**src/rtl/conv_load_tx.sv**
```systemverilog
// conv_load_tx: streams a preloaded operand buffer into the convolution
// controller's three load channels, in the order input, kernel, index.
//
// Ports:
//   clk, rstn                 clock (rising edge), async active-low reset
//   start                     begin a load sequence (sampled only in IDLE)
//   busy, done                sequence in progress / one-cycle completion pulse
//   rden, rdaddr, rddata      operand buffer read port (data 1 cycle after rden)
//   procin/prockrnl/procindx  channel-active flags
//   invalid/inlast/inready    input channel handshake
//   krnlvalid/krnlast/krnlready  kernel channel handshake
//   indxvalid/indxlast/indxready index channel handshake
//   txdata                    beat data for whichever channel is active
module conv_load_tx #(
    parameter int DW       = 16,
    parameter int AW       = 10,
    parameter int INPT_LEN = 9,
    parameter int KRNL_LEN = 513,
    parameter int INDX_LEN = 257
) (
    input  logic          clk,
    input  logic          rstn,
    input  logic          start,
    output logic          busy,
    output logic          done,
    output logic          rden,
    output logic [AW-1:0] rdaddr,
    input  logic [DW-1:0] rddata,
    output logic          procin,
    output logic          prockrnl,
    output logic          procindx,
    output logic          invalid,
    output logic          inlast,
    input  logic          inready,
    output logic          krnlvalid,
    output logic          krnlast,
    input  logic          krnlready,
    output logic          indxvalid,
    output logic          indxlast,
    input  logic          indxready,
    output logic [DW-1:0] txdata
);

    localparam int MAXLEN = (INPT_LEN > KRNL_LEN) ?
                            ((INPT_LEN > INDX_LEN) ? INPT_LEN : INDX_LEN) :
                            ((KRNL_LEN > INDX_LEN) ? KRNL_LEN : INDX_LEN);
    localparam int CW = $clog2(MAXLEN + 1);

    typedef enum logic [1:0] {IDLE, INPT, KRNL, INDX} state_e;

    state_e          state_q, state_d;
    logic [CW-1:0]   rd_cnt_q, rd_cnt_d;   // reads issued in current channel
    logic [CW-1:0]   beat_q, beat_d;       // beats transferred in current channel
    logic [AW-1:0]   addr_q, addr_d;
    logic            rdv_q;                // read issued last cycle, data on rddata now
    logic [DW-1:0]   out_q, out_d, sk_q, sk_d;
    logic            ov_q, ov_d, sv_q, sv_d;
    logic            done_q, done_d;

    logic [CW-1:0]   len;
    logic            ready, pop, last_beat;
    logic [1:0]      fill;

    always_comb begin
        len   = '0;
        ready = 1'b0;
        case (state_q)
            INPT:    begin len = CW'(INPT_LEN); ready = inready;   end
            KRNL:    begin len = CW'(KRNL_LEN); ready = krnlready; end
            INDX:    begin len = CW'(INDX_LEN); ready = indxready; end
            default: ;
        endcase
    end

    assign pop       = ov_q && ready;
    assign last_beat = (beat_q == len - CW'(1));
    // Entries held after this edge, counting the beat leaving now, so a
    // steady ready stream still gets one read per cycle with only 2 entries.
    assign fill      = 2'(ov_q) + 2'(sv_q) + 2'(rdv_q) - 2'(pop);
    assign rden      = (state_q != IDLE) && (rd_cnt_q < len) && (fill < 2'd2);

    always_comb begin
        state_d  = state_q;
        rd_cnt_d = rd_cnt_q;
        beat_d   = beat_q;
        addr_d   = addr_q;
        done_d   = 1'b0;
        out_d    = out_q;
        sk_d     = sk_q;
        ov_d     = ov_q;
        sv_d     = sv_q;

        // Output register refills from the skid first, then from the read
        // port; the skid only fills while the output is stalled or full.
        if (!ov_q || pop) begin
            if (sv_q) begin
                out_d = sk_q;
                ov_d  = 1'b1;
                sv_d  = rdv_q;
                if (rdv_q) sk_d = rddata;
            end else begin
                ov_d = rdv_q;
                sv_d = 1'b0;
                if (rdv_q) out_d = rddata;
            end
        end else if (rdv_q) begin
            sv_d = 1'b1;
            sk_d = rddata;
        end

        if (rden) begin
            rd_cnt_d = rd_cnt_q + CW'(1);
            addr_d   = addr_q + AW'(1);
        end
        if (pop) beat_d = beat_q + CW'(1);

        case (state_q)
            IDLE: if (start) begin
                state_d  = INPT;
                addr_d   = '0;
                rd_cnt_d = '0;
                beat_d   = '0;
            end
            default: if (pop && last_beat) begin
                rd_cnt_d = '0;
                beat_d   = '0;
                case (state_q)
                    INPT:    state_d = KRNL;
                    KRNL:    state_d = INDX;
                    default: begin
                        state_d = IDLE;
                        done_d  = 1'b1;
                        addr_d  = '0;
                    end
                endcase
            end
        endcase
    end

    always_ff @(posedge clk or negedge rstn) begin
        if (!rstn) begin
            state_q  <= IDLE;
            rd_cnt_q <= '0;
            beat_q   <= '0;
            addr_q   <= '0;
            rdv_q    <= 1'b0;
            out_q    <= '0;
            sk_q     <= '0;
            ov_q     <= 1'b0;
            sv_q     <= 1'b0;
            done_q   <= 1'b0;
        end else begin
            state_q  <= state_d;
            rd_cnt_q <= rd_cnt_d;
            beat_q   <= beat_d;
            addr_q   <= addr_d;
            rdv_q    <= rden;
            out_q    <= out_d;
            sk_q     <= sk_d;
            ov_q     <= ov_d;
            sv_q     <= sv_d;
            done_q   <= done_d;
        end
    end

    assign busy      = (state_q != IDLE);
    assign done      = done_q;
    assign rdaddr    = addr_q;
    assign txdata    = out_q;
    assign procin    = (state_q == INPT);
    assign prockrnl  = (state_q == KRNL);
    assign procindx  = (state_q == INDX);
    assign invalid   = ov_q && procin;
    assign krnlvalid = ov_q && prockrnl;
    assign indxvalid = ov_q && procindx;
    assign inlast    = invalid   && last_beat;
    assign krnlast   = krnlvalid && last_beat;
    assign indxlast  = indxvalid && last_beat;

endmodule
```
**config.mk**
```make
export PLATFORM = sky130hd
export DESIGN_NAME = conv_load_tx
export DESIGN_NICKNAME = d
export VERILOG_FILES = /design/src/rtl/conv_load_tx.sv
export SDC_FILE = /design/constraint.sdc
export NUM_CORES = 1
export LEC_CHECK = 0
export CAP_MARGIN = 20
export CORE_UTILIZATION = 53
export CTS_CLUSTER_SIZE = 10
export DETAILED_ROUTE_END_ITERATION = 6
export PLACE_DENSITY = 0.81
export SLEW_MARGIN = 20
export SYNTH_ARGS = -nofsm -noshare
export SYNTH_HDL_FRONTEND = slang
export SYNTH_SLANG_ARGS = --single-unit
```
**constraint.sdc**
```tcl
create_clock -name clk -period 5.4 [get_ports clk]
set_input_delay 1.35 -clock clk [delete_from_list [all_inputs] [get_ports clk]]
set_output_delay 1.35 -clock clk [all_outputs]
set_load 0.01 [all_outputs]
```
Word level (Yosys, flattened, before mapping)
Cells that the tools add are included.
{"block": "word_totals", "regBits": 68, "output_inout_bits": 38, "word_cells": 76, "input_bits": 22}
{"block": "classes", "n_reduce_logical": 20, "muxes": 31, "magnitude_cmp": 2, "n_addsub": 7, "n_eq_ne": 6}
{"operator": "$mux 10", "count": 13}
{"operator": "$mux 16", "count": 5}
{"operator": "$add 10x1->10 const B", "count": 3}
{"operator": "$pmux 10 s3", "count": 1}
{"operator": "$eq 10x10->1", "count": 1}
{"operator": "$logic_and 1x1->1", "count": 10}
{"operator": "$lt 10x10->1", "count": 1}
{"operator": "$sub 10x1->10 const B", "count": 1}
{"operator": "$reduce_bool 2->1", "count": 4}
{"operator": "$mux 1", "count": 7}
{"operator": "$mux 2", "count": 3}
{"operator": "$eq 2x2->1 const B", "count": 2}
{"operator": "$ne 2x2->1 const B", "count": 2}
{"operator": "$pmux 2 s2", "count": 1}
{"operator": "$reduce_and 2->1", "count": 2}
{"operator": "$pmux 1 s3", "count": 1}
{"operator": "$add 1x1->2", "count": 1}
{"operator": "$add 2x1->2", "count": 1}
{"operator": "$eq 2x1->1 const B", "count": 1}
{"operator": "$logic_not 2->1", "count": 1}
{"operator": "$lt 2x2->1 const B", "count": 1}
{"operator": "$reduce_or 2->1", "count": 1}
{"operator": "$sub 2x1->2", "count": 1}
{"operator": "$logic_not 1->1", "count": 1}
{"operator": "$logic_or 1x1->1", "count": 1}

Depth between registers and ports, before layout
Gate-level depths: netlist of the first run.
{"block": "logic_depth", "ltp_word": 10, "depth_mapped": 13}

Worst setup path before layout of the first run
No wires, ideal clock.
{"block": "synth_timing", "path_type": "input -> output", "from": "input port inready", "to": "output port rden", "setup_slack_ps": 714, "t_arrival_ps": 3336, "path_buffers": 0, "stages": 8, "path_cell_list": "a222oi_1 or2_2 and2_4 inv_2 ha_1 a22oi_1 o211ai_1 nor2_2"}
{"block": "synth_via", "elab_chain_len": 5}
{"item": "start: declaration", "line": "34", "text": "input logic inready,"}
{"item": "$pmux 1 s3", "line": "67", "text": "case (state_q)"}
{"item": "$logic_and 1x1->1", "line": "75", "text": "assign pop = ov_q && ready;"}
{"item": "$sub 2x1->2", "line": "79", "text": "assign fill = 2'(ov_q) + 2'(sv_q) + 2'(rdv_q) - 2'(pop);"}
{"item": "$lt 2x2->1", "line": "80", "text": "assign rden = (state_q != IDLE) && (rd_cnt_q < len) && (fill < 2'd2);"}
{"item": "$logic_and 1x1->1", "line": "80"}
{"item": "end: declaration", "line": "26", "text": "output logic rden,"}
Every way passes these cells.

Worst setup path after layout of the first run
Same ends and word-level chain as after synthesis.

==> results of run 1 <==
-- power by group --
part,total (mW),internal [mW],switching [mW]
clock network,0.412,0.213,0.199
registers,0.846,0.681,0.164
logic,1.13,0.571,0.556
-- how the worst max path moves through the flow --
| stage | startpoint | end | slack [ns] | depth (start not counted) |
|---|---|---|---|---|
| 2_1_floorplan | inready | rden | 0.71 | 8 |
| 5_1_grt | inready | rden | 0.005 | 10 |
| 4_1_cts | inready | rden | 0.11 | 10 |
| 3_3_place_gp | inready | rden | 0.15 | 10 |
| 3_5_place_dp | inready | rden | 0.12 | 10 |
| 6_report | inready | rden | 0.11 | 10 |
-- logic make-up (layout without fill, tap and decap cells) --
logic type	Yosys count	in the layout	synth area share
AND/OR/NAND/NOR	124	124	0.178
flip-flops	68	68	0.490
multiplexers	35	35	0.107
XOR/XNOR	30	30	0.0796
AO/OA/AOI/OAI	29	29	0.0530
buffers and inverters	22	88	0.0321
adder cells (fa/ha/maj)	17	17	0.0605
-- worst max-delay path, stage by stage --
cell and delay [ns]:
sky130_fd_sc_hd__clkdlybuf4s50_1 0.40, sky130_fd_sc_hd__a222oi_1 0.45, sky130_fd_sc_hd__or2_2 0.23, sky130_fd_sc_hd__and2_4 0.17, sky130_fd_sc_hd__inv_2 0.05, sky130_fd_sc_hd__ha_1 0.27
sky130_fd_sc_hd__a22oi_1 0.15, sky130_fd_sc_hd__o211ai_1 0.15, sky130_fd_sc_hd__nor2_2 0.16, sky130_fd_sc_hd__clkdlybuf4s50_1 0.56
-- layout by cell type, fill, tap and decap left out, drive strengths merged --
cell type and count:
bufinv 1, nor3b 3, and4 3, clkinvlp 1
nand4 7, or2 1, nand3 11, clkdlybuf4s50 58
dfrtp 68, inv 8, mux2 18, and3 2
nor2 32, xor2 9, maj3 1, o21ai 20
nor3 13, xnor3 1, and2 7, nand2 32
ha 16, a22oi 1, nand2b 1, a21oi 2
clkbuf 10, a211oi 1, buf 6, or3 2
clkinv 4, xnor2 20, o211ai 1, o21a 1
mux2i 17, a222oi 1, o31ai 1, o311a 1
nor4 10
-- cell type report --
type,instances,area [um2]
Clock buffer,10,128
Clock inverter,6,65.1
Fill cell,486,2040
Inverter,8,30.0
Multi-Input combinational cell,235,1660
Sequential cell,68,1700
Tap cell,77,96.3
Timing Repair Buffer,64,623
-- through the flow --
step | instance area, um2 | instances
2_1_floorplan | 3470 | 325
3_3_place_gp | 4110 | 452
3_5_place_dp | 4110 | 452
4_1_cts | 4300 | 468
5_1_grt | 4310 | 468
6_report | 4310 | 468
-- layer usage --
layer,track usage,vias up,wire [um]
met3,0.0517,14,253
met5,0,-,0
met2,0.352,58,3370
li1,-,1241,-
met1,0.296,1251,3220
met4,0.0909,0,151
==> flow_summary.json, run 1 <==
{
  "outcome": "finished, final reports clean",
  "drv_slew": 0,
  "nets": 424,
  "clkTransAtPathRegs_ns": 0.07,
  "worstPathRequired_ns": 4.05,
  "largest_net_degree_at_the_start_of_global_routing": 36,
  "tns_ns": 0,
  "die_y_um": 83.0,
  "cts_made_buffers": 9,
  "critPathLaunchType": "input pin",
  "globalRouteTotalUtil": 0.222,
  "worst_hold_end": "txdata[12]$_DFFE_PN0P_",
  "synth_instances": 325,
  "power_density_nw_per_um2": 554,
  "drt-vias-per-instance": 5.48,
  "yosysTopAreaCell": "sky130_fd_sc_hd__dfrtp_1",
  "clock_tree.root_cell": "sky130_fd_sc_hd__clkbuf_8",
  "cap_violations": 0,
  "final_layout_size_suffix_gt1_frac": 0.125,
  "area_growth_pct": 24.0,
  "grt.overflow.total": 0,
  "whs_path_depth": 2,
  "power.ir.vdd_worst_mv": 0.341,
  "arrival_ns": 3.94,
  "clock_latency_on_the_worst_skew_pair_ns": 0.34,
  "synthesis.area_um2": 3470,
  "timing.hold.worst.start": "txdata[12]$_DFFE_PN0P_",
  "timing_worst_setup_path_type": "in -> out",
  "yosysWarnings": 0,
  "die_w_um": 83.0,
  "dieArea_um2": 6880,
  "final_min_period_over_clock_period": 0.980,
  "drt-initial-drc-count": 109,
  "dp.final_hpwl_mm": 4.79,
  "max_clock_freq_ghz": 0.189,
  "cellLeakagePower_nw": 1.89,
  "period_minus_slack_ns": 5.29,
  "r2r_start": "state_q[1]$_DFFE_PN0P_",
  "synth_seq_cells": 68,
  "worst_r2r_path_depth": 13,
  "finalHoldViolCount": 0,
  "worstMarginPinSlew_ns": 0.823,
  "synth_enable_flop_cells": 0,
  "synthDistinctLibCells": 43,
  "synth_async_sr_flop_share": 1.00,
  "synth_top_flop_cell": "sky130_fd_sc_hd__dfrtp_1",
  "post_cts_repair_timing_setup_buffer_count": 0,
  "ioPinCount": 60,
  "core-area_um2": 6350,
  "reg2reg_setup_slack_ns": 2.12,
  "clock_sinks": 68,
  "syn-mean-instance-area_um2": 10.7,
  "dp_worst_setup_slack_ns": 0.124,
  "h_tree_levels": 3,
  "antenna_found_initial": 0,
  "synth_area_leaders": "sky130_fd_sc_hd__dfrtp_1 49%, sky130_fd_sc_hd__mux2_2 5.8%, sky130_fd_sc_hd__ha_1 5.8%, sky130_fd_sc_hd__xnor2_1 5.0%, sky130_fd_sc_hd__mux2i_1 4.9%",
  "worst_hold_slack_ns": 0.480,
  "yosys-top-cells-count": "68 x sky130_fd_sc_hd__dfrtp_1, 32 x sky130_fd_sc_hd__nand2_1, 31 x sky130_fd_sc_hd__nor2_1",
  "finalSetupViolCount": 0,
  "first_global_vias": 2547,
  "post-route-worst-setup-slack_ns": 0.106,
  "wire_length_per_cell_after_detailed_routing_um": 14.9,
  "drtAntennaViolNets": 0,
  "synth_fp_nets": 363,
  "relSlewSlack": 0.448,
  "drt_pass1_iterations": 5,
  "rsz_0062_raised_after_global_routing": "no",
  "post_cts_resized": 0,
  "starting_density_of_the_core": 0.547,
  "finalWeightedCongestion": 0.785,
  "routed-via-count": 2564,
  "final_core_util": 0.678,
  "ys_seq_area_frac": 0.490,
  "final_total_pwr_mw": 2.38,
  "cts_tree": "built",
  "sort_of_element_at_the_end_of_the_critical_path": "primary output",
  "post-synth-top-count-cell": "sky130_fd_sc_hd__dfrtp_1",
  "portBuffers": 59,
  "postCtsHoldBufs": 0,
  "drc": 0,
  "wl_mm": 6.99,
  "yosys.area.top_type_share": 0.490,
  "fp-row-count": 29,
  "finalClockSkew_ns": 0.00936,
  "min_path_type": "reg -> reg",
  "insertedDiodeCount": 0,
  "grt_first_pass_wirelength_mm": 12.1,
  "cp_max_fo": 4,
  "cts_max_path_buffers": 2
}
(Power assumes the default switching activity.)
==> inputs of run 2 (changes only) <==
--- a/config.mk
+++ b/config.mk
@@ -6,6 +6,7 @@
 export NUM_CORES = 1
 export LEC_CHECK = 0
 export CAP_MARGIN = 20
+export CORE_MARGIN = 2
 export CORE_UTILIZATION = 53
 export CTS_CLUSTER_SIZE = 10
 export DETAILED_ROUTE_END_ITERATION = 6
==> run 2 against run 1 <==
Effect of this change: clock skew increased by 0.0038 ns; global-route usage decreased by 0.54 points; sequential power is essentially flat; combinational power barely moved; non-clock buffer count grew 1; cell area increased by 0.55%; highest routed layer unchanged; utilization is 0.37 points higher; flip-flop and latch count did not move; fmax rose by 5.9%; first-iteration DRC count increased by 57%; count of clock-buffer cells in the layout shrank 1; sequential share of layout area is 0.25 points lower.
==> flow_summary.json, run 2 (same netlist as run 1, synthesis figures left out) <==
{
  "core-area_um2": 6350,
  "relSlewSlack": 0.253,
  "r2r-end": "rd_cnt_q[8]$_DFF_PN0_",
  "die_w_um": 85.0,
  "timing.hold.worst.start": "txdata[13]$_DFFE_PN0P_",
  "timing.critical_path.slowest_stage_cell": "sky130_fd_sc_hd__a222oi_1",
  "timing_worst_setup_path_type": "in -> out",
  "cp_num_buf_inv": 3,
  "fp-row-count": 29,
  "wire_length_per_cell_after_detailed_routing_um": 15.3,
  "clock_sinks": 68,
  "arrival_ns": 3.65,
  "max_clock_freq_ghz": 0.200,
  "cts_max_path_buffers": 2,
  "routed-via-count": 2599,
  "cellLeakagePower_nw": 1.91,
  "worstPathRequired_ns": 4.05,
  "globalRouteTotalUtil": 0.217,
  "drt-vias-per-instance": 5.54,
  "whs_path_depth": 2,
  "final_min_period_over_clock_period": 0.926,
  "clock_tree.root_cell": "sky130_fd_sc_hd__clkbuf_8",
  "drt-initial-drc-count": 171,
  "fill_cell_instance_count_of_the_final_layout": 488,
  "drtAntennaViolNets": 0,
  "portBuffers": 59,
  "sort_of_element_at_the_end_of_the_critical_path": "primary output",
  "worstMarginPinSlew_ns": 1.12,
  "final_common_cell": "sky130_fd_sc_hd__dfrtp_1",
  "postCtsHoldBufs": 0,
  "power_density_nw_per_um2": 559,
  "drv_slew": 0,
  "finalHoldViolCount": 0,
  "worst_r2r_path_depth": 13,
  "first_global_vias": 2611,
  "drt_pass1_iterations": 4,
  "finalSetupViolCount": 0,
  "cts_made_buffers": 9,
  "finalWeightedCongestion": 0.808,
  "tns_ns": 0,
  "final_core_util": 0.682,
  "final_total_pwr_mw": 2.42,
  "finalClockSkew_ns": 0.0131,
  "cp_max_fo": 4,
  "insertedDiodeCount": 0,
  "clkTransAtPathRegs_ns": 0.07,
  "die_y_um": 85.0,
  "area_growth_pct": 24.6,
  "timing.critical_path.slowest_cell_delay_ns": 0.47,
  "antenna_found_initial": 0,
  "cp_cell_sequence": "clkdlybuf4s50_1 -> a222oi_1 -> or2_4 -> and2_4 -> inv_2 -> ha_1 -> a22oi_1 -> o211ai_1 -> nor2_2 -> dlymetal6s2s_1",
  "outcome": "finished, final reports clean",
  "layout_common_cells": "68 x sky130_fd_sc_hd__dfrtp_1, 57 x sky130_fd_sc_hd__clkdlybuf4s50_1, 32 x sky130_fd_sc_hd__nand2_1",
  "cap_violations": 0,
  "grt_first_pass_wirelength_mm": 12.3,
  "final_area_um2": 4330,
  "grt.overflow.total": 0,
  "worst_hold_end": "txdata[13]$_DFFE_PN0P_",
  "min_path_type": "reg -> reg",
  "drc": 0,
  "dp_worst_setup_slack_ns": 0.0309,
  "h_tree_levels": 3,
  "dieArea_um2": 7220,
  "placed_cell_area_um2": 4110,
  "rsz_0062_raised_after_global_routing": "no",
  "worst_path_dominant_cell_family": "compound AO/OA/AOI/OAI gates",
  "nets": 425,
  "dp.final_hpwl_mm": 4.71,
  "power.ir.vdd_worst_mv": 0.341,
  "clock_latency_on_the_worst_skew_pair_ns": 0.36,
  "final_layout_size_suffix_gt1_frac": 0.128,
  "wl_mm": 7.17,
  "starting_density_of_the_core": 0.547,
  "ioPinCount": 60,
  "cts_tree": "built",
  "reg2reg_setup_slack_ns": 2.05,
  "period_minus_slack_ns": 5.00,
  "largest_net_degree_at_the_start_of_global_routing": 43,
  "post-route-worst-setup-slack_ns": 0.400,
  "r2r_start": "state_q[1]$_DFFE_PN0P_",
  "critPathLaunchType": "input pin"
}
run 2: worst max path at each step:
| stage | slack [ns] | depth (start not counted) | startpoint | endpoint |
|---|---|---|---|---|
| 6_report | 0.40 | 10 | inready | rden |
| 3_5_place_dp | 0.03 | 10 | inready | rden |
| 4_1_cts | 0.01 | 10 | inready | rden |
| 3_3_place_gp | 0.15 | 10 | inready | rden |
| 2_1_floorplan | 0.71 | 8 | inready | rden |
| 5_1_grt | 0.22 | 10 | inready | rden |
run 2: final cells by class:
class | count | area [um2] | share of cell area
Clock buffer | 9 | 124 | 0.0286
Clock inverter | 7 | 81.3 | 0.0188
Inverter | 8 | 30.0 | 0.00694
Multi-Input combinational cell | 235 | 1660 | 0.384
Sequential cell | 68 | 1700 | 0.393
Tap cell | 77 | 96.3 | 0.0223
Timing Repair Buffer | 65 | 633 | 0.146
run 2: repair_timing:
item,in CTS,in global routing
setup endpoints to repair,1,1
buffers inserted,0,1
gates resized for setup,0,2
cloned,0,0
pin swaps,1,1
endpoints found under the hold margin,0,0
run 2: power by group:
part / switching, mW / internal, mW / leakage (nW)
Sequential: 0.165 / 0.680 / 0.872
Combinational: 0.560 / 0.580 / 0.939
Clock: 0.214 / 0.221 / 0.102
run 2: layer usage:
layer,part of all wire,global-route usage
met1,0.43,0.283
met5,0,0
met2,0.50,0.347
met4,0.0098,0.0779
met3,0.055,0.0623
run 2: worst min-delay path: cells and delay by family (launching register included):
family           cells  cell delay (ns)
AO/OA/AOI/OAI        1             0.06
flip-flops           1             0.35
AND/OR/NAND/NOR      1             0.05
run 2: stage by stage:
step	instances	hold WS (ns)
floorplan	325	0.479
global placement	452	0.462
detailed placement	452	0.469
CTS	468	0.489
global route	469	0.523
finish	469	0.483
==> inputs of run 3 (changes only) <==
--- a/config.mk
+++ b/config.mk
@@ -5,12 +5,15 @@
 export SDC_FILE = /design/constraint.sdc
 export NUM_CORES = 1
 export LEC_CHECK = 0
+export ABC_CLOCK_PERIOD_IN_PS = 5400
 export CAP_MARGIN = 20
+export CELL_PAD_IN_SITES_DETAIL_PLACEMENT = 1
+export CELL_PAD_IN_SITES_GLOBAL_PLACEMENT = 1
 export CORE_MARGIN = 2
-export CORE_UTILIZATION = 53
+export CORE_UTILIZATION = 41
 export CTS_CLUSTER_SIZE = 10
 export DETAILED_ROUTE_END_ITERATION = 6
-export PLACE_DENSITY = 0.81
+export PLACE_DENSITY = 0.8
 export SLEW_MARGIN = 20
 export SYNTH_ARGS = -nofsm -noshare
 export SYNTH_HDL_FRONTEND = slang
==> run 3 against run 2 <==
Effect of this change: cell area grew 1.4%; flip-flop and latch count unchanged; critical path type unchanged; largest cell class unchanged; final cell count grew 6.2%.
==> flow_summary.json, run 3 (same netlist as run 1, synthesis figures left out) <==
{
  "outcome": "finished, final reports clean",
  "largest_net_degree_at_the_start_of_global_routing": 41,
  "drc": 0,
  "cts_made_buffers": 9,
  "dieArea_um2": 9220,
  "period_minus_slack_ns": 4.86,
  "die_w_um": 96.0,
  "power.ir.vdd_worst_mv": 0.292,
  "timing_worst_setup_path_type": "in -> out",
  "dp.final_hpwl_mm": 5.80,
  "die_y_um": 96.0,
  "cellLeakagePower_nw": 1.93,
  "ioPinCount": 60,
  "cp_max_fo": 4,
  "final_common_cell": "sky130_fd_sc_hd__dfrtp_1",
  "clkTransAtPathRegs_ns": 0.08,
  "wire_length_per_cell_after_detailed_routing_um": 16.1,
  "finalClockSkew_ns": 0.00896,
  "clock_tree.root_cell": "sky130_fd_sc_hd__clkbuf_8",
  "routed-via-count": 2598,
  "drt-initial-drc-count": 141,
  "sort_of_element_at_the_end_of_the_critical_path": "primary output",
  "relSlewSlack": 0.261,
  "worstMarginPinSlew_ns": 1.11,
  "layout_common_cells": "68 x sky130_fd_sc_hd__dfrtp_1, 57 x sky130_fd_sc_hd__clkdlybuf4s50_1, 32 x sky130_fd_sc_hd__nand2_1",
  "placed_cell_area_um2": 4150,
  "grt_first_pass_wirelength_mm": 13.4,
  "tns_ns": 0,
  "cts_tree": "built",
  "finalWeightedCongestion": 0.791,
  "globalRouteTotalUtil": 0.189,
  "final_core_util": 0.534,
  "antenna_found_initial": 0,
  "cap_violations": 0,
  "dp_worst_setup_slack_ns": 0.143,
  "post-route-worst-setup-slack_ns": 0.538,
  "starting_density_of_the_core": 0.423,
  "area_growth_pct": 26.4,
  "timing.critical_path.slowest_stage_cell": "sky130_fd_sc_hd__clkdlybuf4s50_1",
  "core-area_um2": 8220,
  "min_path_type": "reg -> reg",
  "rsz_0062_raised_after_global_routing": "no",
  "power_density_nw_per_um2": 562,
  "drt-vias-per-instance": 5.22,
  "stdcell_count": 498,
  "drtAntennaViolNets": 0,
  "final_min_period_over_clock_period": 0.900,
  "clock_latency_on_the_worst_skew_pair_ns": 0.34,
  "fp-row-count": 33,
  "drt_pass1_iterations": 4,
  "wl_mm": 8.04,
  "nets": 426,
  "insertedDiodeCount": 0,
  "final_layout_size_suffix_gt1_frac": 0.130,
  "timing.critical_path.slowest_cell_delay_ns": 0.41,
  "final_area_um2": 4390,
  "worstPathRequired_ns": 4.05,
  "portBuffers": 59,
  "drv_slew": 0,
  "place.detailed.instances": 481,
  "clock_sinks": 68,
  "max_clock_freq_ghz": 0.206,
  "h_tree_levels": 3,
  "grt.overflow.total": 0,
  "critPathLaunchType": "input pin",
  "cts_max_path_buffers": 2,
  "finalHoldViolCount": 0,
  "arrival_ns": 3.51,
  "cp_cell_sequence": "clkdlybuf4s50_1 -> a222oi_1 -> or2_4 -> and2_4 -> inv_2 -> ha_1 -> a22oi_1 -> o211ai_1 -> nor2_2 -> dlymetal6s2s_1",
  "finalSetupViolCount": 0,
  "first_global_vias": 2792
}
[run 3: path summary, 6_finish.rpt]
kind	start	endpoint	slack (ns)	cells past startpoint
min reg2reg	txdata[14]$_DFFE_PN0P_	txdata[14]$_DFFE_PN0P_	0.49	2
max in group asynchronous	rstn	rd_cnt_q[9]$_DFF_PN0_	3.35	2
max reg2reg	state_q[1]$_DFFE_PN0P_	register	2.10	13
min	txdata[14]$_DFFE_PN0P_	txdata[14]$_DFFE_PN0P_	0.49	2
min in group asynchronous	rstn	done$_DFF_PN0_	1.12	1
max	inready	rden	0.54	10
[run 3: where the power goes]
| group | internal [mW] | leakage (nW) | total (mW) | switching, mW |
|---|---|---|---|---|
| registers | 0.680 | 0.872 | 0.853 | 0.173 |
| clock network | 0.263 | 0.110 | 0.466 | 0.203 |
| logic | 0.581 | 0.944 | 1.15 | 0.567 |
[run 3: metal layers]
metal	wire, um	track usage	vias up	share of wire
met5	0	0	-	0
met4	54	0.0417	0	0.0067
met3	246	0.0462	6	0.031
met2	4260	0.332	45	0.53
met1	3480	0.234	1302	0.43
li1	-	-	1245	-
[run 3: layout make-up]
type	instances	area (um2)
inverter	8	30.0
tap	105	131
multi-input combinational	235	1660
clock inverter	7	98.8
fill	895	3830
clock buffer	9	124
timing repair buffer	66	641
sequential	68	1700
[run 3: what timing repair did]
action | CTS | global route
resized for setup | 0 | 2
setup endpoints to repair | 0 | 1
hold buffers | 0 | 0
setup buffers | 0 | 1
[run 3: per-stage QoR]
stage | power (mW) | hold slack, ns
floorplan | 1.58 | 0.479
global route | 2.67 | 0.520
detailed placement | 2.02 | 0.476
global placement | 1.96 | 0.463
CTS | 2.50 | 0.496
finish | 2.47 | 0.488
[run 3: worst max-delay path, delay by kind of cell]
family / cells / cell delay [ns]
and+or+nand+nor: 3 / 0.52
buffers and inverters: 3 / 0.63
adders and majority gates: 1 / 0.27
AOI/OAI and AO/OA: 3 / 0.74
